## src/rtl/mips_pkg.sv

```systemverilog
// ---------------------------------------------------------------------------
// mips_pkg
//   Shared types and constants for the instruction-fetch front end.
//   - WORD_W, INSTR_BYTES, NOP_INSTR : datapath word width, PC step, empty-slot word
//   - fetch_state_t                  : RUN / FAULT fetch states
//   - fetch_entry_t                  : one buffered {pc, instr} pair
//   - fetch_addr_bad()               : misaligned or out-of-ROM address test
// ---------------------------------------------------------------------------
package mips_pkg;

    localparam int                WORD_W      = 32;
    localparam int                INSTR_BYTES = 4;
    localparam logic [WORD_W-1:0] NOP_INSTR   = 32'h0000_0000;

    typedef enum logic {
        RUN   = 1'b0,
        FAULT = 1'b1
    } fetch_state_t;

    typedef struct packed {
        logic [WORD_W-1:0] pc;
        logic [WORD_W-1:0] instr;
    } fetch_entry_t;

    // A fetch address is unusable if it is not word aligned or lies at or
    // beyond the end of the ROM.
    function automatic logic fetch_addr_bad(input logic [WORD_W-1:0] addr,
                                            input logic [WORD_W-1:0] limit);
        return (addr[1:0] != 2'b00) || (addr >= limit);
    endfunction

endpackage

```

## src/rtl/ifetch_unit_fetch_fifo.sv

```systemverilog
// ---------------------------------------------------------------------------
// fetch_fifo
//   Synchronous FIFO of fetch_entry_t used as the fetch -> decode buffer.
//   Ports:
//     clk, rst_n  clock, asynchronous active-low reset
//     push        write wr_entry (accepted when not full, or full with pop)
//     pop         drop the head entry (ignored when empty)
//     flush       discard all entries; wins over push and pop
//     wr_entry    entry written on push
//     full/empty  occupancy flags
//     count       number of valid entries (0..DEPTH)
//     head        oldest entry, all-zero when empty
//   Pointers carry one extra MSB so full and empty are distinguished
//   without a separate occupancy register.
// ---------------------------------------------------------------------------
module fetch_fifo
    import mips_pkg::*;
#(
    parameter int DEPTH = 2
) (
    input  logic                   clk,
    input  logic                   rst_n,
    input  logic                   push,
    input  logic                   pop,
    input  logic                   flush,
    input  fetch_entry_t           wr_entry,
    output logic                   full,
    output logic                   empty,
    output logic [$clog2(DEPTH):0] count,
    output fetch_entry_t           head
);

    localparam int AW = $clog2(DEPTH);

    fetch_entry_t  mem_q [DEPTH];
    logic [AW:0]   wr_ptr_q, wr_ptr_d;
    logic [AW:0]   rd_ptr_q, rd_ptr_d;
    logic          do_push;
    logic          do_pop;

    assign count = wr_ptr_q - rd_ptr_q;
    assign full  = (count == (AW+1)'(DEPTH));
    assign empty = (wr_ptr_q == rd_ptr_q);

    // Push into a full FIFO is only legal when the head leaves in the same
    // cycle; the slot being freed is the one being written.
    assign do_pop  = pop & ~empty;
    assign do_push = push & (~full | do_pop);

    always_comb begin
        wr_ptr_d = wr_ptr_q;
        rd_ptr_d = rd_ptr_q;
        if (flush) begin
            wr_ptr_d = '0;
            rd_ptr_d = '0;
        end else begin
            if (do_push) wr_ptr_d = wr_ptr_q + 1'b1;
            if (do_pop)  rd_ptr_d = rd_ptr_q + 1'b1;
        end
    end

    always_ff @(posedge clk or negedge rst_n) begin
        if (!rst_n) begin
            wr_ptr_q <= '0;
            rd_ptr_q <= '0;
        end else begin
            wr_ptr_q <= wr_ptr_d;
            rd_ptr_q <= rd_ptr_d;
        end
    end

    // Storage needs no reset: nothing reads a slot before it is written.
    always_ff @(posedge clk) begin
        if (do_push && !flush) begin
            mem_q[wr_ptr_q[AW-1:0]] <= wr_entry;
        end
    end

    // Zeroed when empty so decode never sees stale words on the bus.
    always_comb begin
        head = '{pc: '0, instr: NOP_INSTR};
        if (!empty) head = mem_q[rd_ptr_q[AW-1:0]];
    end

    a_no_overflow : assert property (@(posedge clk) disable iff (!rst_n)
        !(push && full && !pop && !flush));

endmodule

```

## src/rtl/ifetch_unit.sv

```systemverilog
// ---------------------------------------------------------------------------
// ifetch_unit
//   Instruction-fetch initiator between the instruction ROM and decode.
//   Owns the fetch PC (fpc), drives the ROM address, buffers {pc, instr}
//   pairs in fetch_fifo and presents them to decode over valid/ready.
//   Ports:
//     clk, rst_n          clock, asynchronous active-low reset
//     imem_address        ROM byte address, always the fetch PC register
//     imem_instruction    ROM word for imem_address, same cycle
//     redirect_valid/pc   branch/jump: flush buffer, restart at redirect_pc
//     out_valid/ready     handshake to decode
//     out_pc/out_instr    head pair, zero when out_valid=0
//     fault/fault_pc      fetch halted on a bad address, and that address
//     dbg_state           current fetch state
//     dbg_count           current buffer occupancy
//
//   Handshake: a pair transfers on a rising edge where out_valid and
//   out_ready are both 1. While out_valid=1 the head pair stays unchanged
//   until it transfers; out_valid never drops without a transfer except on
//   a redirect (flush) or reset.
//
//   Per-edge priority: redirect, then out-of-range fpc, then normal
//   pop/push. A redirect discards the pop of that edge too, since the head
//   it would have delivered belongs to the abandoned path.
// ---------------------------------------------------------------------------
module ifetch_unit
    import mips_pkg::*;
#(
    parameter logic [WORD_W-1:0] RESET_PC   = 32'h0000_0000,
    parameter logic [WORD_W-1:0] IMEM_SIZE  = 32'h0000_0800,
    parameter int                FIFO_DEPTH = 2
) (
    input  logic                        clk,
    input  logic                        rst_n,
    output logic [WORD_W-1:0]           imem_address,
    input  logic [WORD_W-1:0]           imem_instruction,
    input  logic                        redirect_valid,
    input  logic [WORD_W-1:0]           redirect_pc,
    output logic                        out_valid,
    input  logic                        out_ready,
    output logic [WORD_W-1:0]           out_pc,
    output logic [WORD_W-1:0]           out_instr,
    output logic                        fault,
    output logic [WORD_W-1:0]           fault_pc,
    output fetch_state_t                dbg_state,
    output logic [$clog2(FIFO_DEPTH):0] dbg_count
);

    fetch_state_t      state_q, state_d;
    logic [WORD_W-1:0] fpc_q, fpc_d;
    logic [WORD_W-1:0] fault_pc_q, fault_pc_d;
    logic              fault_q;

    logic              fifo_push;
    logic              fifo_pop;
    logic              fifo_flush;
    logic              fifo_full;
    logic              fifo_empty;
    fetch_entry_t      fifo_head;
    fetch_entry_t      fifo_wr_entry;

    logic              redirect_bad;
    logic              fpc_out_of_range;

    assign redirect_bad     = fetch_addr_bad(redirect_pc, IMEM_SIZE);
    assign fpc_out_of_range = (fpc_q >= IMEM_SIZE);

    assign fifo_wr_entry = '{pc: fpc_q, instr: imem_instruction};

    // Next-state and buffer strobes for one edge.
    always_comb begin
        state_d    = state_q;
        fpc_d      = fpc_q;
        fault_pc_d = fault_pc_q;
        fifo_push  = 1'b0;
        fifo_pop   = 1'b0;
        fifo_flush = 1'b0;

        if (redirect_valid) begin
            fifo_flush = 1'b1;
            if (redirect_bad) begin
                // fpc stays where it was; nothing is fetched while faulted.
                state_d    = FAULT;
                fault_pc_d = redirect_pc;
            end else begin
                state_d    = RUN;
                fpc_d      = redirect_pc;
                fault_pc_d = '0;
            end
        end else begin
            // Buffered entries drain in either state.
            fifo_pop = ~fifo_empty & out_ready;
            if (state_q == RUN) begin
                if (fpc_out_of_range) begin
                    state_d    = FAULT;
                    fault_pc_d = fpc_q;
                end else if (~fifo_full | fifo_pop) begin
                    fifo_push = 1'b1;
                    fpc_d     = fpc_q + WORD_W'(INSTR_BYTES);
                end
            end
        end
    end

    // Fetch state machine with registered fault flag.
    always_ff @(posedge clk or negedge rst_n) begin
        if (!rst_n) begin
            state_q    <= RUN;
            fpc_q      <= RESET_PC;
            fault_q    <= 1'b0;
            fault_pc_q <= '0;
        end else begin
            state_q    <= state_d;
            fpc_q      <= fpc_d;
            fault_q    <= (state_d == FAULT);
            fault_pc_q <= fault_pc_d;
        end
    end

    fetch_fifo #(
        .DEPTH (FIFO_DEPTH)
    ) u_fifo (
        .clk      (clk),
        .rst_n    (rst_n),
        .push     (fifo_push),
        .pop      (fifo_pop),
        .flush    (fifo_flush),
        .wr_entry (fifo_wr_entry),
        .full     (fifo_full),
        .empty    (fifo_empty),
        .count    (dbg_count),
        .head     (fifo_head)
    );

    assign imem_address = fpc_q;
    assign out_valid    = ~fifo_empty;
    assign out_pc       = fifo_head.pc;
    assign out_instr    = fifo_head.instr;
    assign fault        = fault_q;
    assign fault_pc     = fault_pc_q;
    assign dbg_state    = state_q;

    a_no_push_in_fault : assert property (@(posedge clk) disable iff (!rst_n)
        (state_q == FAULT) |-> !fifo_push);

    a_no_push_on_flush : assert property (@(posedge clk) disable iff (!rst_n)
        fifo_flush |-> !fifo_push);

endmodule
```

## config.mk

```make
export PLATFORM = sky130hd
export DESIGN_NAME = ifetch_unit
export DESIGN_NICKNAME = d
export VERILOG_FILES = /design/src/rtl/mips_pkg.sv /design/src/rtl/ifetch_unit_fetch_fifo.sv /design/src/rtl/ifetch_unit.sv
export SDC_FILE = /design/constraint.sdc
export NUM_CORES = 1
export LEC_CHECK = 0
export ABC_AREA = 0
export CAP_MARGIN = 20
export CORE_MARGIN = 2
export CORE_UTILIZATION = 51
export CTS_BUF_LIST = sky130_fd_sc_hd__clkbuf_4 sky130_fd_sc_hd__clkbuf_8
export DETAILED_ROUTE_END_ITERATION = 8
export PLACE_DENSITY_LB_ADDON = 0.2
export RECOVER_POWER = 100
export REMOVE_ABC_BUFFERS = 1
export SLEW_MARGIN = 20
export SYNTH_ARGS = -nofsm -noshare
export SYNTH_HDL_FRONTEND = slang
export SYNTH_SLANG_ARGS = --single-unit
```

## constraint.sdc

```tcl
create_clock -name clk -period 6.15 [get_ports clk]
set_input_delay 1.845 -clock clk [delete_from_list [all_inputs] [get_ports clk]]
set_output_delay 1.845 -clock clk [all_outputs]
set_load 0.01 [all_outputs]
```

* Yosys cells after proc, flatten, opt, wreduce, memory -nomap -nowiden
Memory sizes are Yosys's and may differ from the RTL's.
Cells that the tools add are included.
** Storage, ports and cells
- Register bits :: 69
- Memory bits (writable) :: 128
- Bits of input ports :: 68
- Output and inout bits :: 133
- Memories :: 1
** Memories
- u_fifo.mem_q :: words 2, bits a word 64, rd ports 1, clocked after Yosys merged registers in 0, write ports 1, RTL line ifetch_unit_fetch_fifo.sv:35 : fetch_entry_t mem_q [DEPTH];
** Operators by class
- Add/sub/neg operators :: 4
- Order comparisons :: 2
- Eq/ne operators :: 5
- Multiplexer cells :: 26
- Bitwise gates (word level) :: 7
- Reductions and logical operators :: 10
** Operators with widths (count)
- $mux 32 :: 9
- $ge 32x12->1 const B :: 2
- $mux 64 :: 1
- $add 32x3->32 const B :: 1
- $mux 1 :: 12
- $reduce_bool 2->1 :: 5
- $mux 2 :: 4
- $ne 2x2->1 const B :: 3
- $add 2x1->2 const B :: 2
- $reduce_and 4->1 :: 1
- $and 1x1->1 :: 3
- $eq 2x2->1 :: 1
- $eq 2x2->1 const B :: 1
- $not 1->1 :: 2
- $or 1x1->1 :: 2
- $reduce_and 2->1 :: 1
- $sub 2x2->2 :: 1
- $logic_and 1x1->1 :: 1
- $logic_not 1->1 :: 1
- $logic_or 1x1->1 :: 1

* Longest topological paths before layout
- Depth in word-level cells :: 12
- Mapped depth :: 8
- Depth with buffers taken out :: 7

* Hierarchy
From an unflattened synthesis, not the netlist that was laid out.
** Second synthesis, totals
- Cells, all modules :: 586
- Area, all modules :: 8146.6 sq um
** Modules (own cells, without submodules)
- fetch_fifo :: times used 1, cells each 302, area an instance 5083.6 sq um, seq. area each 3943.8 sq um
- ifetch_unit :: times used 1, cells each 284, area an instance 3062.9 sq um, seq. area each 1626.6 sq um

* Worst setup path after synthesis
Ideal clock, no wire load.
- Path type :: input to register
- Start :: in redirect_valid
- End :: mem u_fifo.mem_q[0][0] (netlist bit), enable pin
- Setup time :: 0.488 ns
- Arrival time :: 5.371 ns
- Data required time :: 5.662 ns
- Setup slack :: 0.291 ns
- Stages :: 5
- Buffers on the path :: 1
- Cell sequence :: nor2_1 > nand3_1 > or3_4 > buf_4 > nor2_1
** On the way
- Cells in the longest elaborated chain, start to end :: 7
- Elaborated cells on any way between the ends :: 10
- Those cells by class :: 5 x mux; 3 x bitwise; 2 x reduce/logical
** RTL lines
- from (decl) :: RTL line ifetch_unit.sv:37 : input logic redirect_valid,
- $mux 1 :: RTL line ifetch_unit.sv:79 : if (redirect_valid) begin
- $and 1x1->1 :: RTL line ifetch_unit_fetch_fifo.sv:47 : assign do_pop = pop & ~empty;
- $or 1x1->1 :: RTL line ifetch_unit_fetch_fifo.sv:48 : assign do_push = push & (~full | do_pop);
- $and 1x1->1 :: RTL line ifetch_unit_fetch_fifo.sv:48
- $logic_and 1x1->1 * :: RTL line ifetch_unit_fetch_fifo.sv:74 : if (do_push && !flush) begin
- $mux 1 * :: RTL line ifetch_unit_fetch_fifo.sv:74
- $mux 1 (implied by the code) * :: RTL line ifetch_unit_fetch_fifo.sv:75 : mem_q[wr_ptr_q[AW-1:0]] <= wr_entry;
- to (decl) :: RTL line ifetch_unit_fetch_fifo.sv:35
Mark *: on every way between the ends. The rest lies on a longest branch, timed or not.

* Worst setup path after layout
- Start :: in out_ready
- End :: mem u_fifo.mem_q[1][55] (netlist bit), enable pin
** On the way
- Cells in the longest elaborated chain, start to end :: 10
- Elaborated cells on any way between the ends :: 13
- Those cells by class :: 7 x mux; 5 x bitwise; 1 x reduce/logical
** RTL lines
- from (decl) :: RTL line ifetch_unit.sv:40 : input logic out_ready,
- $and 1x1->1 * :: RTL line ifetch_unit.sv:92 : fifo_pop = ~fifo_empty & out_ready;
- $or 1x1->1 :: RTL line ifetch_unit.sv:97 : end else if (~fifo_full | fifo_pop) begin
- $mux 1 :: RTL line ifetch_unit.sv:97
- $mux 1 :: RTL line ifetch_unit.sv:94 : if (fpc_out_of_range) begin
- $mux 1 :: RTL line ifetch_unit.sv:93 : if (state_q == RUN) begin
- $mux 1 :: RTL line ifetch_unit.sv:79
- $and 1x1->1 * :: RTL line ifetch_unit_fetch_fifo.sv:48
- $logic_and 1x1->1 * :: RTL line ifetch_unit_fetch_fifo.sv:74
- $mux 1 * :: RTL line ifetch_unit_fetch_fifo.sv:74
- $mux 1 (implied by the code) * :: RTL line ifetch_unit_fetch_fifo.sv:75
Marks and branches as above.

==> flow_summary.ini <==
[critical_path]
cp.required_ps = 6240
critPathMaxStageDelay_ps = 1140
cp-end-kind = register
critPathTopFamily = simple AND/OR/NAND/NOR gates
critPathMaxFanout = 50
cp_data_arrival_time_ps = 5330
critPathKind = in2reg
critPathSlowestCell = nor2_1
start_kind = input pin
path_buf_inv = 2
crit_chain = dlygate4sd3_1 > or3b_2 > mux2i_1 > or3_1 > nor2_1 > buf_4

[placed_design]
place.port_buffers = 200
placed_area_um2 = 10250
gp_congestion = 0.7839
post-dp-hpwl_um = 12520

[timing]
maxSlewHeadroom_pct = -1.373
hold_viol = 0
tightest_slew_ps = 1519
rsz0062_at_grt = no
setup_viol = 0
min_period_over_period_pct = 85.18
finalWorstPathRequiredPeriod_ps = 5239
fmax_mhz = 190.9
final_max_slew_viol_count = 29
fin_worst_skew_ps = 12.97

[cells_and_area]
postLayoutCellArea_um2 = 10730
drive_gt1_share_pct = 6.343
syn_to_final_growth_pct = 33.08
final_cell_mix = dlygate4sd3_1 (165), edfxtp_1 (128), mux2i_1 (83)
mostFrequentLayoutCell = dlygate4sd3_1
nets = 862
diodes = 0

[cts]
cts-resized-gates = 0
cts_max_path_buffers = 2
post_cts_buffers = 0
cts_tree = done
cts_hold_buf = 0
htree_num_levels = 4
cts_root_buffer = clkbuf_8
clkTransAtPathRegs_ps = 90
numCtsBuffers = 17
cts.sinks = 197
insertion_delay_ps = 460

[logic_synthesis]
syn-cell-area_um2 = 8064
yosysUniqueCellTypes = 46
avgSynthCellArea_um2 = 13.46
synth-seq-cells = 197
syn_inst = 599
synth_top_area_share_pct = 47.66
seq_area_frac_synth_pct = 69.08
yosysWarnings = 0
synth_area_leaders = edfxtp_1 (48%), dfrtp_1 (21%), mux2i_1 (10%)
yosys.area.top_type = edfxtp_1
ys_async_sr_fraction_pct = 35.03
synth_edf_count = 128
synth_flop_cell = edfxtp_1

[floorplanning]
die_h_um = 129.7
die-area_um2 = 16830
core-area_um2 = 15310
pin_count = 201
row_count = 45
die_w_um = 129.7
start_util_pct = 52.66

[power]
p_total_uw = 2528
internal_power_uw = 2021
p_leak_uw = 0.004438
ir_drop_mv = 0.1545
pwr-share-comb_pct = 5.3
p_clk_share_pct = 38.0
power_switching_uw = 506.5
power_density_nw_per_um2 = 235.6
p_sw_share_pct = 20.04
seq_power_share_pct = 56.7

[outcome]
status = complete, but fails checks
violations = max-capacitance violations, max-slew violations

[hold_path]
min_path_type = reg2reg

[grt]
grt.total_usage_pct = 23.03
grt_pass1_vias = 5422
antenna_found_initial = 0
grt_pass1_wl_um = 29170
grt_overflow = 0
grt_max_degree = 87

[route]
drc = 0
wire_per_inst_um = 18.65
drtIter0Drc = 371
via_count = 5569
wl_um = 18930
vias_per_cell = 5.487
drtPass1Iterations = 7
ant_nets = 0

[flow_run]
drv_cap = 1
-- power by group through the flow --
stage | combinational [uW] | clock, uW | sequential (uW)
3_3_place_gp | 143 | 0 | 1460
3_5_place_dp | 147 | 0 | 1460
5_1_grt | 146 | 1030 | 1440
6_report | 134 | 961 | 1430
2_1_floorplan | 25.0 | 0 | 1470
4_1_cts | 147 | 980 | 1430
-- metal layers --
metal / vias up / global-route usage, % / share of wire [%]
met5: - / 0 / 0
met4: 0 / 7.780 / 1.4
met3: 20 / 5.822 / 6.9
met2: 226 / 36.96 / 48
met1: 2763 / 31.10 / 44
li1: 2560 / - / -
-- logic make-up (layout without fill, tap and decap cells) --
group	Yosys count	after routing	share of synthesized area (%)
flops	197	197	69.08
simple gates	191	191	11.64
mux	83	83	10.30
compound gates	77	77	5.787
buf+inv	44	249	2.296
xor+xnor	4	4	0.4345
fa+ha+maj	3	3	0.4655
-- worst register-to-register path, cell delays in order, from the launching register on --
cell,delay [ps]
dfrtp_1,690
nor2_1,320
nand3_1,210
or3_1,800
nor2_1,1150
buf_4,700
-- final cells by class --
class                           count  area (um2)
Tap cell                          211       264.0
Sequential cell                   197        5574
Timing Repair Buffer              208        2073
Multi-Input combinational cell    358        2315
Fill cell                        1110        4583
Clock inverter                     14       230.2
Inverter                            9       33.78
Clock buffer                       18       241.5
-- cells in the mapped netlist (all sizes together), types with 3 or more instances --
| master | n |
|---|---|
| and2 | 4 |
| buf | 13 |
| nand2 | 40 |
| edfxtp | 128 |
| or4 | 3 |
| nor3 | 6 |
| nor4 | 11 |
| mux2i | 83 |
| nand3 | 8 |
| nor2b | 15 |
| o22ai | 11 |
| dfrtp | 69 |
| a21oi | 20 |
| clkbuf | 22 |
| and3 | 22 |
| ha | 3 |
| inv | 9 |
| o21ai | 27 |
| nor2 | 78 |
-- stage by stage --
stage / util [%] / std cells / setup TNS [ps] / setup slack (ps) / hold WS (ps)
detailed placement: 66.94 / 982 / 0 / 1462 / 510.6
floorplan: - / 564 / -73390 / -568.1 / 524.7
global placement: 66.94 / 982 / 0 / 1518 / 510.5
global route: 70.07 / 1015 / 0 / 653.2 / 559.7
CTS: 70.02 / 1014 / 0 / 1407 / 536.4
finish: 70.07 / 1015 / 0 / 911.2 / 534.5
-- registers in the layout (all words and copies together), names as in the netlist --
| signal | count |
|---|---|
| u_fifo.wr_ptr_q | 2 |
| imem_address | 32 |
| fault_pc | 32 |
| u_fifo.mem_q | 128 |
| fault | 1 |
| u_fifo.rd_ptr_q | 2 |
-- worst paths after layout --
path | startpoint | endpoint | depth (start not counted) | slack (ps)
max | out_ready | u_fifo.mem_q[1][55] | 6 | 910
min | imem_address[1] | u_fifo.mem_q[1][33] | 0 | 530
max reg2reg | fault | u_fifo.mem_q[1][55] | 5 | 1870
min reg2reg | imem_address[1] | u_fifo.mem_q[1][33] | 0 | 530
max in group asynchronous | rst_n | u_fifo.rd_ptr_q[0] | 1 | 3960
min in group asynchronous | rst_n | fault_pc[2] | 1 | 1510
Note: power is estimated with default switching activity, not from simulation.
